===== src/rtl/updi_tx_serializer.sv =====
// UPDI one-wire transmitter: pops bytes from the instruction FIFO and sends 8E2 UART frames.
// Optional line BREAK generation is enabled by defining UPDI_TX_BREAK_EN.
module updi_tx_serializer #(
  parameter int CLK_DIV  = 16,
  parameter int CNT_BITS = $clog2(CLK_DIV)
) (
  input  logic       clk,
  input  logic       rst,
  input  logic [7:0] fifo_data,
  input  logic       fifo_empty,
  output logic       fifo_rd_en,
  output logic       tx,
  output logic       tx_en,
  output logic       busy,
`ifdef UPDI_TX_BREAK_EN
  input  logic       send_break,
  output logic       break_done,
`endif
  output logic       byte_sent
);

  typedef enum logic [2:0] {
    IDLE, POP, LOAD, START, DATA, PARITY, STOP
`ifdef UPDI_TX_BREAK_EN
    , BREAK
`endif
  } state_t;

  state_t              state, state_next;
  logic [CNT_BITS-1:0] cnt;
  logic [4:0]          idx;
  logic [7:0]          shift_reg;
  logic                parity_reg;
  logic                bit_end;
  logic                timed;

  assign bit_end = (cnt == CNT_BITS'(CLK_DIV - 1));

  // States whose duration is measured in bit times
  always_comb begin
    timed = 1'b0;
    case (state)
      START, DATA, PARITY, STOP: timed = 1'b1;
`ifdef UPDI_TX_BREAK_EN
      BREAK:                     timed = 1'b1;
`endif
      default:                   timed = 1'b0;
    endcase
  end

  always_ff @(posedge clk or posedge rst) begin
    if (rst) begin
      state      <= IDLE;
      cnt        <= '0;
      idx        <= '0;
      shift_reg  <= '0;
      parity_reg <= 1'b0;
    end else begin
      state <= state_next;
      if (timed && !bit_end)
        cnt <= cnt + CNT_BITS'(1);
      else
        cnt <= '0;
      // idx counts bit times within the current state and restarts on every state change
      if (state_next != state)
        idx <= '0;
      else if (timed && bit_end)
        idx <= idx + 5'd1;
      if (state == LOAD) begin
        shift_reg  <= fifo_data;
        parity_reg <= ^fifo_data;
      end else if (state == DATA && bit_end) begin
        shift_reg <= {1'b0, shift_reg[7:1]};
      end
    end
  end

  always_comb begin
    state_next = state;
    case (state)
      IDLE: begin
`ifdef UPDI_TX_BREAK_EN
        if (send_break)
          state_next = BREAK;
        else
`endif
        if (!fifo_empty)
          state_next = POP;
      end
      POP:    state_next = LOAD;
      LOAD:   state_next = START;
      START:  if (bit_end) state_next = DATA;
      DATA:   if (bit_end && idx == 5'd7) state_next = PARITY;
      PARITY: if (bit_end) state_next = STOP;
      STOP:   if (bit_end && idx == 5'd1) state_next = fifo_empty ? IDLE : POP;
`ifdef UPDI_TX_BREAK_EN
      BREAK:  if (bit_end && idx == 5'd25) state_next = IDLE;
`endif
      default: state_next = IDLE;
    endcase
  end

  always_comb begin
    tx         = 1'b1;
    tx_en      = 1'b0;
    fifo_rd_en = 1'b0;
    byte_sent  = 1'b0;
    busy       = (state != IDLE);
`ifdef UPDI_TX_BREAK_EN
    break_done = 1'b0;
`endif
    case (state)
      POP:    fifo_rd_en = 1'b1;
      START:  begin tx = 1'b0;         tx_en = 1'b1; end
      DATA:   begin tx = shift_reg[0]; tx_en = 1'b1; end
      PARITY: begin tx = parity_reg;   tx_en = 1'b1; end
      STOP: begin
        tx_en     = 1'b1;
        byte_sent = bit_end && idx == 5'd1;
      end
`ifdef UPDI_TX_BREAK_EN
      BREAK: begin
        tx         = (idx >= 5'd24);
        tx_en      = 1'b1;
        break_done = bit_end && idx == 5'd25;
      end
`endif
      default: ;
    endcase
  end

endmodule


===== config.mk =====
export PLATFORM = sky130hd
export DESIGN_NAME = updi_tx_serializer
export DESIGN_NICKNAME = d
export VERILOG_FILES = /design/src/rtl/updi_tx_serializer.sv
export SDC_FILE = /design/constraint.sdc
export NUM_CORES = 1
export LEC_CHECK = 0
export CORE_MARGIN = 10
export CORE_UTILIZATION = 40
export CTS_BUF_LIST = sky130_fd_sc_hd__clkbuf_2 sky130_fd_sc_hd__clkbuf_4 sky130_fd_sc_hd__clkbuf_8
export CTS_CLUSTER_DIAMETER = 30
export DETAILED_ROUTE_END_ITERATION = 8
export GPL_ROUTABILITY_DRIVEN = 0
export PLACE_DENSITY = 0.63
export SETUP_SLACK_MARGIN = 0.3
export SLEW_MARGIN = 20
export SYNTH_ARGS = -nofsm -noshare
export SYNTH_HDL_FRONTEND = slang
export SYNTH_SLANG_ARGS = --single-unit

===== constraint.sdc =====
create_clock -name clk -period 3.95 [get_ports clk]
set_input_delay 0.395 -clock clk [delete_from_list [all_inputs] [get_ports clk]]
set_output_delay 0.395 -clock clk [all_outputs]
set_load 0.1 [all_outputs]

==> results by group, run 1 <==
Power
  • Power Dens Cells: 263.3 nW/µm²
  • VDD IR max: 0.1117 mV
  • Overall power: roughly 380 µW
  • P_leak: roughly 0.00056 µW

Yosys
  • Largest family of logic cells by synthesized area: simple AND/OR/NAND/NOR gates
  • Yosys top cell by area: dfrtp_1
  • Avg Inst Size Synth: ~10 µm²
  • Synth area leaders: dfrtp_1 42%, xnor2_1 7.0%, mux2i_1 6.4%
  • Multiplexer area fraction after synthesis: around 7.3%
  • EDFF count, synth: 0
  • Adder-Cell Fraction of Synth Area: between 3 and 4%
  • Simple-gate portion of the synthesized area: a little under a fifth
  • Synth Flop Type: dfrtp_1
  • Mapped Nets: about 140
  • Synth cell count leaders: 21 x dfrtp_1, 12 x nand2_1, 10 x xnor2_1
  • Synth Register Bits: 21
  • Synth Area in XOR/XNOR: 9.137%
  • Ys async rst share: between 90% and 100%
  • Register area share after synthesis: a little over two fifths
  • Gate Count Post-Synth: between 100 and 150
  • Ys Warns: 0
  • Synthesized area: 1246 µm²
  • Top-count cell post-synth: dfrtp_1
  • Synth cell types: 37
  • Synth Area in Compound Gates: between 10 and 15%
  • Share of the synthesized area in the top cell type: between 40% and 50%

Detailed routing
  • Vias: roughly 930
  • DR pass1 iterations: 4
  • Final routed DRC violation total: 0
  • Routed wire length: 2286 µm
  • Antenna viol nets, final: 0
  • Iteration-0 DRC Markers: 72
  • DR WL/cell: 12.56 µm
  • Vias per cell: around 5.1

Timing
  • Hold Vio Cnt, Final: 0
  • Max Fclk: 0.3471 GHz
  • Slew of the pin with the lowest slew margin: 970.0 ps
  • Total negative setup slack: 0 ps
  • RSZ-0062 raised after global routing: false
  • Max-slew violations: 0
  • Period utilisation layout: roughly 73%
  • Slew HR: roughly a third
  • Period minus WS final: between 2000 and 3000 ps
  • Skew final: roughly 3.3 ps
  • Final setup fails: 0

Clock network
  • Clock Latency Late Sink: about 290 ps
  • CTS Buf Count: 3
  • Post-CTS Resized: 0
  • Setup repair bufs after CTS: 0
  • # clock sinks: 21
  • Hold-fix buffers at CTS: 0
  • Reg clk slew, reported paths: around 110 ps
  • Clk buf depth: 2
  • Clk root buf: clkbuf_4
  • CTS tree: yes
  • H-Tree Depth: 1

Floorplanning
  • Row count: 20
  • Ports: 16
  • Die Span Y: about 76 µm
  • Width of the chip: about 76 µm
  • Core area: 3028 µm²
  • Initial Utilization: between 40 and 50%
  • Die area: 5748 µm²

Status
  • Status: complete, no violations

Worst setup path
  • Reg-to-reg critical path startpoint: cnt[0]$_DFF_PP0_
  • Slowest-stage cell, CP: clkdlybuf4s50_1
  • Required @ worst endpoint: 3560 ps
  • Reg2reg end: idx[1]$_DFFE_PP0P_
  • Crit path kind: flip-flop to output pin
  • CP Max Fanout: 13
  • Crit path launch type: flip-flop
  • Worst setup startpoint: state[1]$_DFF_PP0_
  • Crit. End Element: output pin
  • CP Data Arrival Time: around 2500 ps
  • Crit-path cells: nand2b_2 -> o21ai_0 -> a21oi_1 -> clkdlybuf4s50_1
  • R2R setup slack: roughly 2100 ps
  • CP delay by family, top: buffers and inverters
  • CP max stage delay: 1140 ps
  • FF-to-FF path depth: 5
  • Worst path depth: 4
  • Worst setup path endpoint: tx
  • Bufs and invs on worst path: 1

Finish
  • Filler cell count: about 310
  • Antenna cell count: 0
  • Layout area overhead: 15.26%
  • Final Net Count: about 150
  • Layout cells sized above 1: between 10% and 20%
  • Max reg flops: 8

Global route
  • Total GRT Usage: 8.492%
  • First-pass GRT wire length: about 3800 µm
  • Vias in the first global route: 851
  • Initial antenna violation count: 0
  • Largest net degree at the start of global routing: 22
  • Grt ovf: 0

Hold path
  • Worst hold-check path type: flip-flop to flip-flop

Placement
  • IO Port Bufs: 15
  • DPL Wire Length: between 1500 and 2000 µm

Job
  • Max Cap Viol: 0
## kinds of logic (layout without fill, tap and decap cells)
logic type               after synthesis  count (layout)
flip-flops                            21              21
AO/OA/AOI/OAI                         26              26
AND/OR/NAND/NOR                       42              42
XOR/XNOR                              13              13
multiplexers                           9               9
buffers and inverters                 13              24
adder cells (fa/ha/maj)                3               3
## layout make-up
type                    count  area, µm²  area share [%]
clock buffers               4      30.03           2.091
multi-input cells          93      661.9           46.08
well taps                  44      55.05           3.833
repair buffers             15      145.1           10.10
inverters                   5      18.77           1.307
flip-flops and latches     21      525.5           36.59
## stage by stage
stage | utilization [%] | cells | worst slack [ps] | instance area [µm²] | hold WS [ps]
5_1_grt | 47.44 | 182 | 895.0 | 1436 | 518.0
2_1_floorplan | - | 127 | 553.1 | 1246 | 371.5
4_1_cts | 47.44 | 182 | 1061 | 1436 | 492.0
3_3_place_gp | 46.45 | 178 | 1455 | 1406 | 471.7
6_report | 47.44 | 182 | 1069 | 1436 | 490.3
3_5_place_dp | 46.45 | 178 | 1410 | 1406 | 475.1
## worst register-to-register path: stages (launching register included)
cell and delay [ps]:
dfrtp_1 420, ha_1 240, and3_1 340, and4b_1 300, o211a_1 290, nor3b_1 210
## worst min path at each step
stage | start | endpoint | slack, ps | depth (start not counted)
2_1_floorplan | rst | cnt[0]$_DFF_PP0_ | 370 | 1
3_3_place_gp | cnt[0]$_DFF_PP0_ | cnt[0]$_DFF_PP0_ | 470 | 1
3_5_place_dp | cnt[0]$_DFF_PP0_ | cnt[0]$_DFF_PP0_ | 480 | 1
4_1_cts | cnt[0]$_DFF_PP0_ | cnt[0]$_DFF_PP0_ | 490 | 1
5_1_grt | cnt[0]$_DFF_PP0_ | cnt[0]$_DFF_PP0_ | 520 | 1
6_report | cnt[0]$_DFF_PP0_ | cnt[0]$_DFF_PP0_ | 490 | 1
## per-layer routing
metal,up-vias,GRT usage [%],part of all wire [%]
met5,-,0,0
met4,0,3.093,0.83
met3,2,2.865,4.4
met2,7,12.45,46
met1,451,11.24,49
li1,468,-,-
## power by group
| group | total, µW | internal [µW] | leakage, µW | switching (µW) |
|---|---|---|---|---|
| combinational | 43.7 | 22.9 | 0.000299 | 20.8 |
| clock | 108 | 46.1 | 0.0000184 | 61.7 |
| sequential | 227 | 223 | 0.000247 | 4.16 |
## placed cells by master (no fill, tap or decap), drive strengths merged
master,synthesis,final
or3b,1,1
a31o,1,1
and4b,1,1
and3,4,4
ha,3,3
o211a,1,1
o221ai,1,1
nor3b,4,4
mux2i,8,8
dfrtp,21,21
and3b,1,1
nand4,1,1
o21ai,12,12
a221o,1,1
clkdlybuf4s50,0,13
xor2,3,3
a211oi,1,1
a22o,1,1
nor2,5,5
xnor2,10,10
a21boi,1,1
nand2,12,12
a22oi,1,1
clkbuf,2,4
buf,6,2
mux2,1,1
nor3,6,6
nand3,3,3
o211ai,3,3
nand2b,2,2
or3,2,2
inv,5,5
a21oi,3,3
Note: power is estimated with default switching activity, not from simulation.
==> inputs of run 2 (changes only) <==
==> constraint.sdc (replaced) <==
create_clock -name clk -period 3 [get_ports clk]
set_input_delay 0.3 -clock clk [delete_from_list [all_inputs] [get_ports clk]]
set_output_delay 0.3 -clock clk [all_outputs]
set_load 0.1 [all_outputs]
==> run 2 against run 1 <==
Against the previous run: clock skew fell by 1.6 ps; power rose by 30%; global-route usage rose by 0.17 points; setup slack got worse by 550 ps; cell count did not move; flip-flop and latch count did not move; largest cell class unchanged; hold slack got worse by 47 ps; critical path depth rose by 2; first-iteration DRC count fell by 32%; clock-buffer cell count fell by 1.
==> results by group, run 2 (same netlist as run 1, synthesis figures left out) <==
Worst setup path
  • Crit path launch type: flip-flop (unchanged)
  • Crit. End Element: output pin (unchanged)
  • FF-to-FF path depth: 5 (unchanged)
  • CP Max Fanout: 12 (was 13)
  • Required @ worst endpoint: 2700 ps (was 3560 ps)
  • Reg2reg end: idx[1]$_DFFE_PP0P_ (unchanged)
  • Reg-to-reg critical path startpoint: cnt[0]$_DFF_PP0_ (unchanged)
  • CP Data Arrival Time: 2180 ps (was 2490 ps)
  • R2R setup slack: 1140 ps (was 2080 ps)
  • Crit path kind: flip-flop to output pin (unchanged)

Detailed routing
  • Final routed DRC violation total: 0 (unchanged)
  • Antenna viol nets, final: 0 (unchanged)
  • Vias: 913 (was 928)
  • DR WL/cell: 12.95 µm (was 12.56 µm)
  • Vias per cell: 5.016 (was 5.099)
  • DR pass1 iterations: 4 (unchanged)
  • Routed wire length: 2356 µm (was 2286 µm)
  • Iteration-0 DRC Markers: 49 (was 72)

Floorplanning
  • Initial Utilization: 41.16% (unchanged)
  • Die area: 5748 µm² (unchanged)
  • Die Span Y: 75.82 µm (unchanged)
  • Row count: 20 (unchanged)
  • Width of the chip: 75.82 µm (unchanged)
  • Ports: 16 (unchanged)
  • Core area: 3028 µm² (unchanged)

Timing
  • RSZ-0062 raised after global routing: false (unchanged)
  • Total negative setup slack: 0 ps (unchanged)
  • Skew final: 1.759 ps (was 3.331 ps)
  • Slew of the pin with the lowest slew margin: 790.3 ps (was 970.0 ps)
  • Slew HR: 47.26% (was 35.13%)
  • Hold Vio Cnt, Final: 0 (unchanged)
  • Period utilisation layout: between 80% and 90%
  • Setup ws final: 519.8 ps (was 1069 ps)
  • Max-slew violations: 0 (unchanged)
  • Max Fclk: 0.4032 GHz
  • Final setup fails: 0 (unchanged)
  • Period minus WS final: approximately 2500 ps

Finish
  • Final Net Count: 153 (unchanged)
  • Most common cell after layout, fill and taps aside: dfrtp_1 (unchanged)
  • Max reg flops: 8 (unchanged)
  • Layout area overhead: 14.86% (was 15.26%)
  • Antenna cell count: 0 (unchanged)
  • Util after Layout: 47.27% (was 47.44%)
  • Design Area, Final: 1431 µm² (was 1436 µm²)
  • Most frequent cells in the layout: 21 x dfrtp_1, 12 x nand2_1, 10 x xnor2_1, 10 x clkdlybuf4s50_1, 9 x o21ai_0 (was 21 x dfrtp_1, 13 x clkdlybuf4s50_1, 12 x nand2_1)
  • Layout cells sized above 1: 13.04% (was 10.14%)

Global route
  • Vias in the first global route: 909 (was 851)
  • Total GRT Usage: 8.663% (was 8.492%)
  • First-pass GRT wire length: 3905 µm (was 3795 µm)
  • Grt ovf: 0 (unchanged)
  • Initial antenna violation count: 0 (unchanged)
  • Largest net degree at the start of global routing: 22 (unchanged)

Clock network
  • Clk buf depth: 2 (unchanged)
  • H-Tree Depth: 1 (unchanged)
  • Setup repair bufs after CTS: 0 (unchanged)
  • Clk root buf: clkbuf_4 (unchanged)
  • Hold-fix buffers at CTS: 0 (unchanged)
  • # clock sinks: 21 (unchanged)
  • Post-CTS Resized: 0 (unchanged)
  • Clock Latency Late Sink: 300 ps (was 290 ps)
  • CTS Buf Count: 3 (unchanged)
  • Reg clk slew, reported paths: 120 ps (was 110 ps)
  • CTS tree: yes (unchanged)

Placement
  • Placed cell area: 1404 µm² (was 1406 µm²)
  • DP Worst Slack: 883.4 ps (was 1410 ps)
  • IO Port Bufs: 15 (unchanged)
  • DPL Wire Length: 1764 µm (was 1789 µm)

Hold path
  • Worst hold-check path type: input port to async pin (was flip-flop to flip-flop)

Status
  • Status: complete, no violations (unchanged)

Job
  • Max Cap Viol: 0 (unchanged)

Power
  • Power Dens Cells: 342.6 nW/µm² (was 263.3 nW/µm²)
  • VDD IR max: 0.1551 mV (was 0.1117 mV)
  • P_leak: 0.0005659 µW (was 0.0005639 µW)
  • Overall power: 490.4 µW (was 378.2 µW)
## run 2: cell types whose count changed in the layout (fill, tap and decap cells not counted), sizes merged
cell           delta
buf               +3
clkbuf            -1
clkdlybuf4s50     -3
clkinv            +1
## run 2: metal layers
layer	global-route usage (%)	vias up	share of wire, %
li1	-	470	-
met5	0	-	0
met4	3.505	0	0.81
met3	2.995	2	5.6
met1	11.43	430	47
met2	12.55	11	46
## run 2: where the power goes
| group | total [µW] | leakage, µW | internal, µW | switching (µW) |
|---|---|---|---|---|
| Clock | 135 | 0.0000177 | 49.6 | 85.0 |
| Combinational | 57.7 | 0.000301 | 29.9 | 27.7 |
| Sequential | 298 | 0.000247 | 293 | 5.08 |
## run 2: area by class of cell
| type | count | area, µm² |
|---|---|---|
| fill | 295 | 1597 |
| sequential | 21 | 525.5 |
| multi-input combinational | 93 | 666.9 |
| clock inverter | 1 | 5.005 |
| clock buffer | 3 | 22.52 |
| tap | 44 | 55.05 |
| timing repair buffer | 15 | 137.6 |
| inverter | 5 | 18.77 |
## run 2: per-stage QoR
stage / std cells / hold WS [ps]
floorplan: 127 / 276.5
detailed placement: 178 / 477.9
CTS: 182 / 478.7
finish: 182 / 443.4
global placement: 178 / 456.1
global route: 182 / 505.2
## run 2: how the worst max path moves through the flow
stage	from	end	slack [ps]	cells past startpoint
5_1_grt	cnt[0]$_DFF_PP0_	byte_sent	380	6
3_5_place_dp	cnt[0]$_DFF_PP0_	byte_sent	880	6
4_1_cts	cnt[0]$_DFF_PP0_	byte_sent	520	6
3_3_place_gp	cnt[0]$_DFF_PP0_	byte_sent	970	6
6_report	cnt[0]$_DFF_PP0_	byte_sent	520	6
2_1_floorplan	state[2]$_DFF_PP0_	tx	310	4
## run 2: critical path: stages (launching register included)
cell,delay (ps)
dfrtp_1,390
ha_1,210
and3_1,450
and4b_1,350
nand3_1,120
inv_1,80
buf_4,280
==> inputs of run 3 (changes only) <==
==> constraint.sdc (replaced) <==
create_clock -name clk -period 2.6 [get_ports clk]
set_input_delay 0.26 -clock clk [delete_from_list [all_inputs] [get_ports clk]]
set_output_delay 0.26 -clock clk [all_outputs]
set_load 0.1 [all_outputs]
==> run 3 against run 2 <==
Against the previous run: sequential power is 15% higher; hold slack worse by 58 ps; non-clock buffer count is the same; via count down 0.22%; cell count did not move; wire length fell by 1.8%; setup slack worse by 65 ps; die area unchanged.
==> results by group, run 3 (same netlist as run 1, synthesis figures left out) <==
Global route
  • Initial antenna violation count: 0 (unchanged)
  • First-pass GRT wire length: 3795 µm (was 3905 µm)
  • Routing usage on met1: 11.17% (was 11.43%)
  • Grt met2 use: 12.17% (was 12.55%)
  • Vias in the first global route: 852 (was 909)
  • Global-route track usage on met3: 2.474% (was 2.995%)
  • Total GRT Usage: 8.387% (was 8.663%)
  • Largest net degree at the start of global routing: 22 (unchanged)
  • Grt ovf: 0 (unchanged)
  • Global routing's busiest layer: met2 (unchanged)

Clock network
  • Hold-fix buffers at CTS: 0 (unchanged)
  • # clock sinks: 21 (unchanged)
  • Clk root buf: clkbuf_4 (unchanged)
  • CTS tree: yes (unchanged)
  • CTS Buf Count: 3 (unchanged)
  • Reg clk slew, reported paths: 120 ps (about the same)
  • H-Tree Depth: 1 (unchanged)
  • Setup repair bufs after CTS: 0 (unchanged)
  • Clk buf depth: 2 (unchanged)
  • Clock Latency Late Sink: 300 ps (about the same)

Placement
  • DP Worst Slack: 615.8 ps (was 883.4 ps)
  • IO Port Bufs: 15 (unchanged)
  • DPL Wire Length: 1755 µm (was 1764 µm)
  • Placed cell area: 1433 µm² (was 1404 µm²)

Timing
  • Period utilisation layout: 82.49%
  • Slew HR: 47.38% (was 47.26%)
  • Slew of the pin with the lowest slew margin: 788.4 ps (was 790.3 ps)
  • Final hold slack: 385.7 ps (was 443.4 ps)
  • Hold Vio Cnt, Final: 0 (unchanged)
  • Final setup fails: 0 (unchanged)
  • Total negative setup slack: 0 ps (unchanged)
  • Period minus WS final: around 2100 ps
  • RSZ-0062 raised after global routing: false (unchanged)
  • Setup ws final: 455.3 ps (was 519.8 ps)
  • Max-slew violations: 0 (unchanged)
  • Max Fclk: 0.4663 GHz
  • Skew final: 5.326 ps (was 1.759 ps)

Power
  • VDD IR max: 0.1715 mV (was 0.1551 mV)
  • Overall power: 571.6 µW (was 490.4 µW)
  • P_leak: 0.0005784 µW (was 0.0005659 µW)
  • Power Dens Cells: 390.1 nW/µm² (was 342.6 nW/µm²)

Detailed routing
  • Vias per cell: 5.005 (was 5.016)
  • Antenna viol nets, final: 0 (unchanged)
  • Final routed DRC violation total: 0 (unchanged)
  • DR pass1 iterations: 4 (unchanged)
  • Routed wire length: 2314 µm (was 2356 µm)
  • Vias: 911 (was 913)
  • DR WL/cell: 12.71 µm (was 12.95 µm)
  • Iteration-0 DRC Markers: 76 (was 49)

Worst setup path
  • CP Data Arrival Time: 1880 ps (was 2180 ps)
  • Crit path launch type: flip-flop (unchanged)
  • Crit-path cells: ha_1 -> and3_4 -> and4b_1 -> nand3_1 -> inv_1 -> buf_12 (was ha_1 -> and3_1 -> and4b_1 -> nand3_1 -> inv_1 -> buf_4)
  • Required @ worst endpoint: 2340 ps (was 2700 ps)
  • Crit. End Element: output pin (unchanged)
  • CP max stage delay: 390 ps (was 450 ps)
  • CP Max Fanout: 12 (unchanged)
  • Reg-to-reg critical path startpoint: state[2]$_DFF_PP0_ (was cnt[0]$_DFF_PP0_)
  • Slowest-stage cell, CP: dfrtp_1 (was and3_1)
  • Reg2reg end: shift_reg[6]$_DFFE_PP0P_ (was idx[1]$_DFFE_PP0P_)
  • R2R setup slack: 780 ps (was 1140 ps)
  • Crit path kind: flip-flop to output pin (unchanged)
  • FF-to-FF path depth: 4 (was 5)

Finish
  • Antenna cell count: 0 (unchanged)
  • Most frequent cells in the layout: 21 x dfrtp_1, 12 x nand2_1, 10 x xnor2_1, 10 x clkdlybuf4s50_1, 9 x o21ai_0 (unchanged)
  • Max reg flops: 8 (unchanged)
  • Design Area, Final: 1465 µm² (was 1431 µm²)
  • Most common cell after layout, fill and taps aside: dfrtp_1 (unchanged)
  • Filler cell count: 306 (was 295)
  • Final Net Count: 153 (unchanged)
  • Layout cells sized above 1: 14.49% (was 13.04%)
  • Layout area overhead: 17.57% (was 14.86%)

Floorplanning
  • Width of the chip: 75.82 µm (unchanged)
  • Row count: 20 (unchanged)
  • Initial Utilization: 41.16% (unchanged)
  • Ports: 16 (unchanged)
  • Core area: 3028 µm² (unchanged)
  • Die Span Y: 75.82 µm (unchanged)
  • Die area: 5748 µm² (unchanged)

Job
  • Max Cap Viol: 0 (unchanged)

Hold path
  • Worst hold-check path type: input port to async pin (unchanged)

Status
  • Status: complete, no violations (unchanged)
==> run 3: worst max path at each step <==
| stage | startpoint | endpoint | slack, ps |
|---|---|---|---|
| 5_1_grt | state[0]$_DFF_PP0_ | tx_en | 300 |
| 3_3_place_gp | cnt[0]$_DFF_PP0_ | byte_sent | 660 |
| 4_1_cts | cnt[0]$_DFF_PP0_ | byte_sent | 380 |
| 2_1_floorplan | state[0]$_DFF_PP0_ | fifo_rd_en | 300 |
| 6_report | cnt[0]$_DFF_PP0_ | byte_sent | 460 |
| 3_5_place_dp | cnt[0]$_DFF_PP0_ | byte_sent | 620 |
==> run 3: layout make-up <==
| type | instances | area, µm² | share of cell area [%] |
|---|---|---|---|
| Sequential cell | 21 | 525.5 | 35.87 |
| Timing Repair Buffer | 15 | 162.7 | 11.10 |
| Clock inverter | 1 | 5.005 | 0.3416 |
| Tap cell | 44 | 55.05 | 3.757 |
| Inverter | 5 | 18.77 | 1.281 |
| Multi-Input combinational cell | 93 | 675.6 | 46.11 |
| Clock buffer | 3 | 22.52 | 1.537 |
==> run 3: power by group <==
part / internal, µW / total (µW) / switching, µW
combinational: 34.7 / 68.3 / 33.7
sequential: 338 / 344 / 5.92
clock: 57.3 / 159 / 102
total: 430 / 572 / 141
==> run 3: what timing repair did <==
action	CTS	global route
endpoints found under the hold margin	0	0
resized for setup	1	1
endpoints found under the setup margin	1	1
==> run 3: critical path: cells and delay by family, from the launching register on <==
kind                       cells  cell delay (ps)
and+or+nand+nor                3              670
buffers and inverters          2              310
adders and majority gates      1              210
DFF                            1              390
==> run 3: per-layer routing <==
metal / vias up / share of wire (%)
met5: - / 0
met4: 0 / 0.82
met3: 2 / 4.6
met2: 8 / 44
met1: 430 / 50
li1: 471 / -
==> run 3: stage by stage <==
stage	std cells	util, %
floorplan	127	-
global placement	178	47.31
detailed placement	178	47.31
CTS	182	48.26
global route	182	48.39
finish	182	48.39
